### src/rtl/gpio_arb_pkg.sv
`default_nettype none
// gpio_arb_pkg: shared types, bus widths and width helpers for the GPIO register-bus arbiter.
// Revision: 1.0
package gpio_arb_pkg;

  localparam int ADDR_W = 32;
  localparam int DATA_W = 32;
  localparam int BE_W   = 4;

  typedef enum logic [1:0] {
    IDLE   = 2'd0,
    ACCESS = 2'd1,
    RESP   = 2'd2
  } arb_state_e;

  // Watchdog counter width; never narrower than one bit.
  function automatic int cnt_width(input int timeout);
    int w;
    w = $clog2(timeout + 1);
    return (w < 1) ? 1 : w;
  endfunction

  // Requester index width; never narrower than one bit.
  function automatic int idx_width(input int n);
    int w;
    w = $clog2(n);
    return (w < 1) ? 1 : w;
  endfunction

endpackage
`default_nettype wire

### src/rtl/gpio_rr_picker.sv
`default_nettype none
// gpio_rr_picker: combinational round-robin pick of the first set request at or after rr_ptr.
// Revision: 1.0
module gpio_rr_picker
  import gpio_arb_pkg::*;
#(
  parameter int NUM_REQ = 2,
  parameter int IDX_W   = 1
) (
  input  logic [NUM_REQ-1:0] req,
  input  logic [IDX_W-1:0]   rr_ptr,
  output logic               valid,
  output logic [IDX_W-1:0]   index
);

  int cand;

  always_comb begin
    valid = 1'b0;
    index = '0;
    cand  = 0;
    // Walk from the farthest offset down so the nearest candidate is written last.
    for (int off = NUM_REQ - 1; off >= 0; off--) begin
      cand = int'(rr_ptr) + off;
      if (cand >= NUM_REQ) begin
        cand = cand - NUM_REQ;
      end
      if (req[cand]) begin
        valid = 1'b1;
        index = IDX_W'(cand);
      end
    end
  end

endmodule
`default_nettype wire

### src/rtl/gpio_bus_arbiter.sv
`default_nettype none
// gpio_bus_arbiter: round-robin sharing of the gpio_regs register bus with a no-ack watchdog.
// Revision: 1.0
module gpio_bus_arbiter
  import gpio_arb_pkg::*;
#(
  parameter int NUM_REQ = 2,
  parameter int TIMEOUT = 16
) (
  input  logic                        clk,
  input  logic                        reset_n,
  input  logic [NUM_REQ-1:0]          m_req,
  input  logic [NUM_REQ-1:0]          m_we,
  input  logic [NUM_REQ*ADDR_W-1:0]   m_addr,
  input  logic [NUM_REQ*DATA_W-1:0]   m_wdata,
  input  logic [NUM_REQ*BE_W-1:0]     m_be,
  output logic [NUM_REQ-1:0]          m_ack,
  output logic [NUM_REQ-1:0]          m_err,
  output logic [DATA_W-1:0]           m_rdata,
  output logic [ADDR_W-1:0]           s_addr,
  output logic [DATA_W-1:0]           s_wdata,
  output logic                        s_we,
  output logic                        s_re,
  output logic [BE_W-1:0]             s_be,
  input  logic                        s_ack,
  input  logic [DATA_W-1:0]           s_rdata,
  output logic [idx_width(NUM_REQ)-1:0] grant_id,
  output logic                        busy
);

  localparam int IDX_W = idx_width(NUM_REQ);
  localparam int CNT_W = cnt_width(TIMEOUT);
  localparam logic [CNT_W-1:0] CNT_LAST = (TIMEOUT == 0) ? '0 : CNT_W'(TIMEOUT - 1);
  localparam logic [IDX_W-1:0] IDX_LAST = IDX_W'(NUM_REQ - 1);
  localparam bit WDOG_EN = (TIMEOUT != 0);

  arb_state_e          state_q, state_d;
  logic [IDX_W-1:0]    rr_ptr_q, rr_ptr_d;
  logic [IDX_W-1:0]    grant_q, grant_d;
  logic [CNT_W-1:0]    cnt_q, cnt_d;
  logic [ADDR_W-1:0]   s_addr_q, s_addr_d;
  logic [DATA_W-1:0]   s_wdata_q, s_wdata_d;
  logic [BE_W-1:0]     s_be_q, s_be_d;
  logic                s_we_q, s_we_d;
  logic                s_re_q, s_re_d;
  logic [NUM_REQ-1:0]  m_ack_q, m_ack_d;
  logic [NUM_REQ-1:0]  m_err_q, m_err_d;
  logic [DATA_W-1:0]   m_rdata_q, m_rdata_d;
  logic                busy_q, busy_d;

  logic                pick_valid;
  logic [IDX_W-1:0]    pick_idx;

  gpio_rr_picker #(
    .NUM_REQ (NUM_REQ),
    .IDX_W   (IDX_W)
  ) u_picker (
    .req    (m_req),
    .rr_ptr (rr_ptr_q),
    .valid  (pick_valid),
    .index  (pick_idx)
  );

  always_comb begin
    state_d   = state_q;
    rr_ptr_d  = rr_ptr_q;
    grant_d   = grant_q;
    cnt_d     = cnt_q;
    s_addr_d  = s_addr_q;
    s_wdata_d = s_wdata_q;
    s_be_d    = s_be_q;
    s_we_d    = s_we_q;
    s_re_d    = s_re_q;
    m_rdata_d = m_rdata_q;
    m_ack_d   = '0;
    m_err_d   = '0;

    case (state_q)
      IDLE: begin
        if (pick_valid) begin
          grant_d   = pick_idx;
          s_addr_d  = m_addr[int'(pick_idx)*ADDR_W +: ADDR_W];
          s_wdata_d = m_wdata[int'(pick_idx)*DATA_W +: DATA_W];
          s_be_d    = m_be[int'(pick_idx)*BE_W +: BE_W];
          s_we_d    = m_we[pick_idx];
          s_re_d    = ~m_we[pick_idx];
          cnt_d     = '0;
          state_d   = ACCESS;
        end
      end
      ACCESS: begin
        // An ack in the expiry cycle still completes the access normally.
        if (s_ack) begin
          m_rdata_d         = s_rdata;
          s_we_d            = 1'b0;
          s_re_d            = 1'b0;
          m_ack_d[grant_q]  = 1'b1;
          state_d           = RESP;
        end else if (WDOG_EN && (cnt_q == CNT_LAST)) begin
          s_we_d            = 1'b0;
          s_re_d            = 1'b0;
          m_err_d[grant_q]  = 1'b1;
          state_d           = RESP;
        end else begin
          cnt_d = cnt_q + 1'b1;
        end
      end
      RESP: begin
        rr_ptr_d = (grant_q == IDX_LAST) ? '0 : grant_q + 1'b1;
        state_d  = IDLE;
      end
      default: begin
        state_d = IDLE;
      end
    endcase

    busy_d = (state_d != IDLE);
  end

  always_ff @(posedge clk or negedge reset_n) begin
    if (!reset_n) begin
      state_q   <= IDLE;
      rr_ptr_q  <= '0;
      grant_q   <= '0;
      cnt_q     <= '0;
      s_addr_q  <= '0;
      s_wdata_q <= '0;
      s_be_q    <= '0;
      s_we_q    <= 1'b0;
      s_re_q    <= 1'b0;
      m_ack_q   <= '0;
      m_err_q   <= '0;
      m_rdata_q <= '0;
      busy_q    <= 1'b0;
    end else begin
      state_q   <= state_d;
      rr_ptr_q  <= rr_ptr_d;
      grant_q   <= grant_d;
      cnt_q     <= cnt_d;
      s_addr_q  <= s_addr_d;
      s_wdata_q <= s_wdata_d;
      s_be_q    <= s_be_d;
      s_we_q    <= s_we_d;
      s_re_q    <= s_re_d;
      m_ack_q   <= m_ack_d;
      m_err_q   <= m_err_d;
      m_rdata_q <= m_rdata_d;
      busy_q    <= busy_d;
    end
  end

  assign m_ack    = m_ack_q;
  assign m_err    = m_err_q;
  assign m_rdata  = m_rdata_q;
  assign s_addr   = s_addr_q;
  assign s_wdata  = s_wdata_q;
  assign s_we     = s_we_q;
  assign s_re     = s_re_q;
  assign s_be     = s_be_q;
  assign grant_id = grant_q;
  assign busy     = busy_q;

endmodule
`default_nettype wire

### config.mk
export PLATFORM = sky130hd
export DESIGN_NAME = gpio_bus_arbiter
export DESIGN_NICKNAME = d
export VERILOG_FILES = /design/src/rtl/gpio_arb_pkg.sv /design/src/rtl/gpio_rr_picker.sv /design/src/rtl/gpio_bus_arbiter.sv
export SDC_FILE = /design/constraint.sdc
export NUM_CORES = 1
export LEC_CHECK = 0
export BUFFER_PORTS_ARGS = -buffer_cell sky130_fd_sc_hd__buf_2
export CAP_MARGIN = 10
export CORE_AREA = 2 2 107 120
export CTS_CLUSTER_DIAMETER = 80
export DETAILED_ROUTE_END_ITERATION = 10
export DIE_AREA = 0 0 109 122
export PLACE_DENSITY = 0.8
export SYNTH_ARGS = -nofsm -noshare
export SYNTH_HDL_FRONTEND = slang
export SYNTH_SLANG_ARGS = --single-unit
### constraint.sdc
create_clock -name clk -period 2.4 [get_ports clk]
set_input_delay 0.48 -clock clk [delete_from_list [all_inputs] [get_ports clk]]
set_output_delay 0.48 -clock clk [all_outputs]
set_load 0.05 [all_outputs]
Word-level counts from Yosys, hierarchy flattened
Cells that the tools add are included.
{ "classes": {"add_sub_neg": 5, "mul": 0, "div_mod_pow": 0, "n_lt_le_gt_ge": 7, "n_eq_ne": 7, "shifts": 3, "n_mux": 36, "bitwise_logic": 1, "reduce_logical": 8} }
{ "op_table": {"columns": ["operator", "n"], "rows": [
  ["64-bit by 7-bit indexed part select with 32-bit output", 2],
  ["32-bit by 3-bit less-than comparator with 1-bit output, second input constant", 2],
  ["32-bit two-way mux", 2],
  ["32-bit by 3-bit >= comparator with 1-bit output, second input constant", 1],
  ["32-bit by 3-bit subtractor with 32-bit output, second input constant", 1],
  ["1-bit two-way mux", 18],
  ["2-bit two-way mux", 8],
  ["5-bit two-way mux", 3],
  ["5-bit one-hot mux with 2 select lines", 1],
  ["8-bit by 4-bit indexed part select with 4-bit output", 1],
  ["2-bit inequality test, second input constant", 3],
  ["5-bit by 1-bit adder with 5-bit output, second input constant", 1],
  ["5-bit by 4-bit equality test with 1-bit output, second input constant", 1],
  ["1-bit by 2-bit less-than comparator with 1-bit output, second input constant", 2],
  ["1-bit one-hot mux with 2 select lines", 2],
  ["2-bit one-hot mux with 2 select lines", 1],
  ["2-bit AND reduction", 2],
  ["4-bit AND reduction", 1],
  ["2-bit nonzero test", 2],
  ["3-bit inequality test, second input constant", 1],
  ["3-bit AND reduction", 1],
  ["1-bit by 2-bit subtractor with 3-bit output, second input constant", 1],
  ["1-bit by 1-bit adder with 2-bit output, second input constant", 1],
  ["2-bit by 1-bit equality test with 1-bit output, second input constant", 1],
  ["other kinds (8)", 8]
]} }
{ "word_totals": {"ff_bits": 116, "latchBits": 0, "ramBits": 0, "rom_bits": 0, "input_bits": 175, "word_cells": 80, "mem_count": 0} }

Depth between registers and ports, before layout
{ "depth": {"word_depth": 13, "mapped_depth": 6} }

Hierarchy
Synthesis repeated with hierarchy kept, for this count alone.
{ "hier_totals": {"cells_unflattened": 428, "area_unflattened_um2": 5111.2} }
{ "modules_own_cells": {"columns": ["module", "n_inst", "cells_each", "area_per_inst_um2", "seq_area_each_um2"], "rows": [
  ["gpio_bus_arbiter", 1, 425, 5093.6, 2902.8],
  ["gpio_rr_picker", 1, 3, 17.5, 0.0]
]} }

Least setup slack after synthesis
Ideal clock, no wire load.
{ "synth_path": {"path_kind": "reg2reg", "startpoint": "register cnt_q[0]", "endpoint": "register cnt_q[0]", "t_arrival_ns": 1.663, "required_ns": 2.275, "slack_ns": 0.612, "path_stages_with_launch": 7, "n_path_buf": 0, "cell_sequence": "dfrtp_1 ha_1 and3_1 ha_1 nor4b_4 a21oi_1 mux2_2"} }
{ "synth_via": {"elab_chain_cells": 4, "word_cells_on_any_way": 7, "classes_between": "1 x add/sub; 2 x eq/ne; 3 x mux; 1 x reduce/logical"} }
{ "synth_rtl": {"columns": ["item", "line", "text"], "rows": [
  ["start: declaration", "gpio_bus_arbiter.sv:40", "logic [CNT_W-1:0] cnt_q, cnt_d;"],
  ["start signal: assignment", "gpio_bus_arbiter.sv:139", "cnt_q <= cnt_d;"],
  ["5-bit by 1-bit adder with 5-bit output", "gpio_bus_arbiter.sv:105", "cnt_d = cnt_q + 1'b1;"],
  ["5-bit two-way mux", "gpio_bus_arbiter.sv:99", "end else if (WDOG_EN && (cnt_q == CNT_LAST)) begin"],
  ["5-bit two-way mux", "gpio_bus_arbiter.sv:93", "if (s_ack) begin"],
  ["5-bit one-hot mux with 2 select lines", "gpio_bus_arbiter.sv:78", "case (state_q)"]
]} }
Parallel ways exist; a longest one is shown, timed or not. The select of a mux whose other input is x is not followed.
A chain may end at the register's enable or synchronous reset.

Worst setup path in the final report
Same ends and word-level chain as after synthesis.

==> qor.yml <==
dp_hpwl_um: 11100
min_period_ps: 1970
clock_sinks: 116
p_total_mw: 12.7
p_leak_nw: 3.48
path_clk_slew_ps: 50
synth_top_area_share_pct: 54.3
worstMarginPinSlew_ps: 1140
syn-num-nets: 704
power.density_mw_per_mm2: 1700
synth_edf_count: 0
clock-root-buffer: "clkbuf_16"
post_cts_buffers: 0
cts_tree: "yes"
yosys_warnings: 0
io_pins: 283
start_util_pct: 43.8
ys_seq_elements: 116
regArea_sq_mm: 0.00290
critPathCaptureType: "flip-flop"
overflow: 0
min_period_over_period_pct: 81.9
critical_path_class: "reg -> reg"
grt_max_degree: 117
fmax_ghz: 0.509
ant_nets: 0
synthesis.area_sq_mm: 0.00534
rsz0062_at_grt: "false"
die-area_sq_mm: 0.0133
async_reset_ff_share_pct: 100
fin_nets: 961
crit_required_ps: 2680
fin_tns_setup_ps: 0
coreArea_sq_mm: 0.0122
fp.dieH_um: 122
fin_skew_ps: 14.4
via_count: 5385
grt_pass1_wl_um: 25300
via_per_inst: 5.64
gp_congestion: 0.813
synth_flop_cell: "dfrtp_1"
row_count: 43
setup_viol: 0
startpoint: "cnt_q[0]"
area_growth_pct: 39.1
holdBufCountCts: 0
grt_usage_pct: 24.6
status: "finished clean"
cts_buffers: 17
drive_above_1_share_pct: 45.8
maxCapViolCount: 0
clock_latency_ps: 400
htree_levels: 4
hold_viol_final: 0
drc: 0
multi_input_area_sq_mm: 0.00215
synth.distinct_cells: 36
synth_top_area_cell: "dfrtp_1"
cp_max_fo: 6
timing.rr.start: "cnt_q[0]"
drt-total-wl_um: 16500
fp.dieW_um: 109
drtIter0Drc: 313
final-max-slew-violation-count: 0
cts_buffer_depth: 2
yosysSeqAreaShare_pct: 54.3
grt_pass1_vias: 5209
start_kind: "flip-flop"
arrival_ps: 2240
io_buffers: 282
fillCellCount: 1068
antenna_found_initial: 3
syn_inst: 526
ir_drop_mv: 0.885
wl_per_cell_um: 17.3
avgSynthCellArea_sq_um: 10.2
synthTopCellsByArea: "dfrtp_1, a31oi_1, o21ai_0"
first_pass_iters: 5
relSlewSlack_pct: 24.0
ctsResizeCount: 0
hold_class: "in -> async"
critical path, stage by stage, from the launching register on:
cell	delay, ps
dfrtp_1	390
ha_1	210
and3_1	200
ha_1	240
nor4b_4	380
a21oi_1	140
mux2_2	280
state kept, by name, indices dropped and copies added, names as in the netlist:
register / flops
s_we: 1
grant_id: 1
s_wdata: 32
cnt_q: 5
rr_ptr_q: 1
m_rdata: 32
s_be: 4
busy: 1
s_addr: 32
s_re: 1
m_err: 2
m_ack: 2
state_q: 2
cell usage after synthesis, types with 2 or more instances:
library cell	count
a22o_1	2
a21oi_1	69
nor3_1	2
nand3_1	68
o21ai_0	75
mux2_2	33
a31oi_1	68
clkbuf_1	30
ha_1	3
nand2b_1	3
buf_2	12
nor2_1	6
mux2i_1	2
buf_6	4
nand2_1	3
buf_4	9
inv_1	3
dfrtp_1	116
cell type report:
cell class	count	share of cell area (%)
Antenna cell	3	0.101
Clock buffer	22	6.38
Clock inverter	9	2.04
Inverter	4	0.202
Multi-Input combinational cell	350	28.9
Sequential cell	116	39.0
Tap cell	157	2.64
Timing Repair Buffer	294	20.7
metrics by stage:
stage          worst slack, ps  util, %  instance area, sq um  instances  hold slack (ps)
2_1_floorplan              612        -                  5340        526              184
3_3_place_gp               378     55.7                  6800        921              477
3_5_place_dp               330     55.7                  6800        921              483
4_1_cts                    422     60.8                  7430        952              192
5_1_grt                    244     60.8                  7430        953              204
6_report                   435     60.9                  7430        955              137
cells by family after synthesis:
family                     after synthesis  synth area share (%)
AOI/OAI and AO/OA                      220                  22.7
DFF                                    116                  54.3
and+or+nand+nor                         92                  9.27
buffers and inverters                   60                  5.69
muxes                                   35                  7.33
adders and majority gates                3                 0.702
cell usage in the layout, fill, tap and decap left out, types with 2 or more instances in the layout:
cell type | synthesis | final
a21oi_1 | 69 | 69
nor2_4 | 1 | 2
inv_1 | 3 | 3
nand3_1 | 68 | 68
clkbuf_8 | 0 | 3
diode_2 | 0 | 3
a31oi_1 | 68 | 68
mux2i_1 | 2 | 2
buf_12 | 0 | 3
clkinv_2 | 0 | 3
dfrtp_1 | 116 | 116
clkbuf_16 | 0 | 17
clkbuf_1 | 30 | 2
mux2_2 | 33 | 33
bufinv_16 | 0 | 4
nand2_1 | 3 | 3
o21ai_0 | 75 | 75
buf_2 | 12 | 281
nor3_1 | 2 | 2
nand2b_1 | 3 | 2
nor2_1 | 6 | 6
a22o_1 | 2 | 2
buf_4 | 9 | 10
ha_1 | 3 | 3
worst paths after layout:
check	slack, ps	end	cells past startpoint
max	430	cnt_q[0]	6
min	140	m_rdata[2]	2
max reg2reg	430	cnt_q[0]	6
min reg2reg	490	cnt_q[2]	1
max in group asynchronous	1750	s_wdata[21]	2
min in group clk	310	m_rdata[2]	2
power by group:
group / switching [mW] / internal, mW
registers: 0.514 / 2.90
clock network: 0.867 / 1.81
logic: 4.94 / 1.61
per-layer routing:
| metal | vias to the layer above | GRT usage, % | share of wire (%) |
|---|---|---|---|
| li1 | 2480 | - | - |
| met1 | 2568 | 28.9 | 38 |
| met2 | 309 | 41.7 | 50 |
| met3 | 28 | 7.87 | 9.8 |
| met4 | 0 | 9.62 | 2.0 |
| met5 | - | 0 | 0 |
No activity file was read; power rests on OpenSTA's default activity.
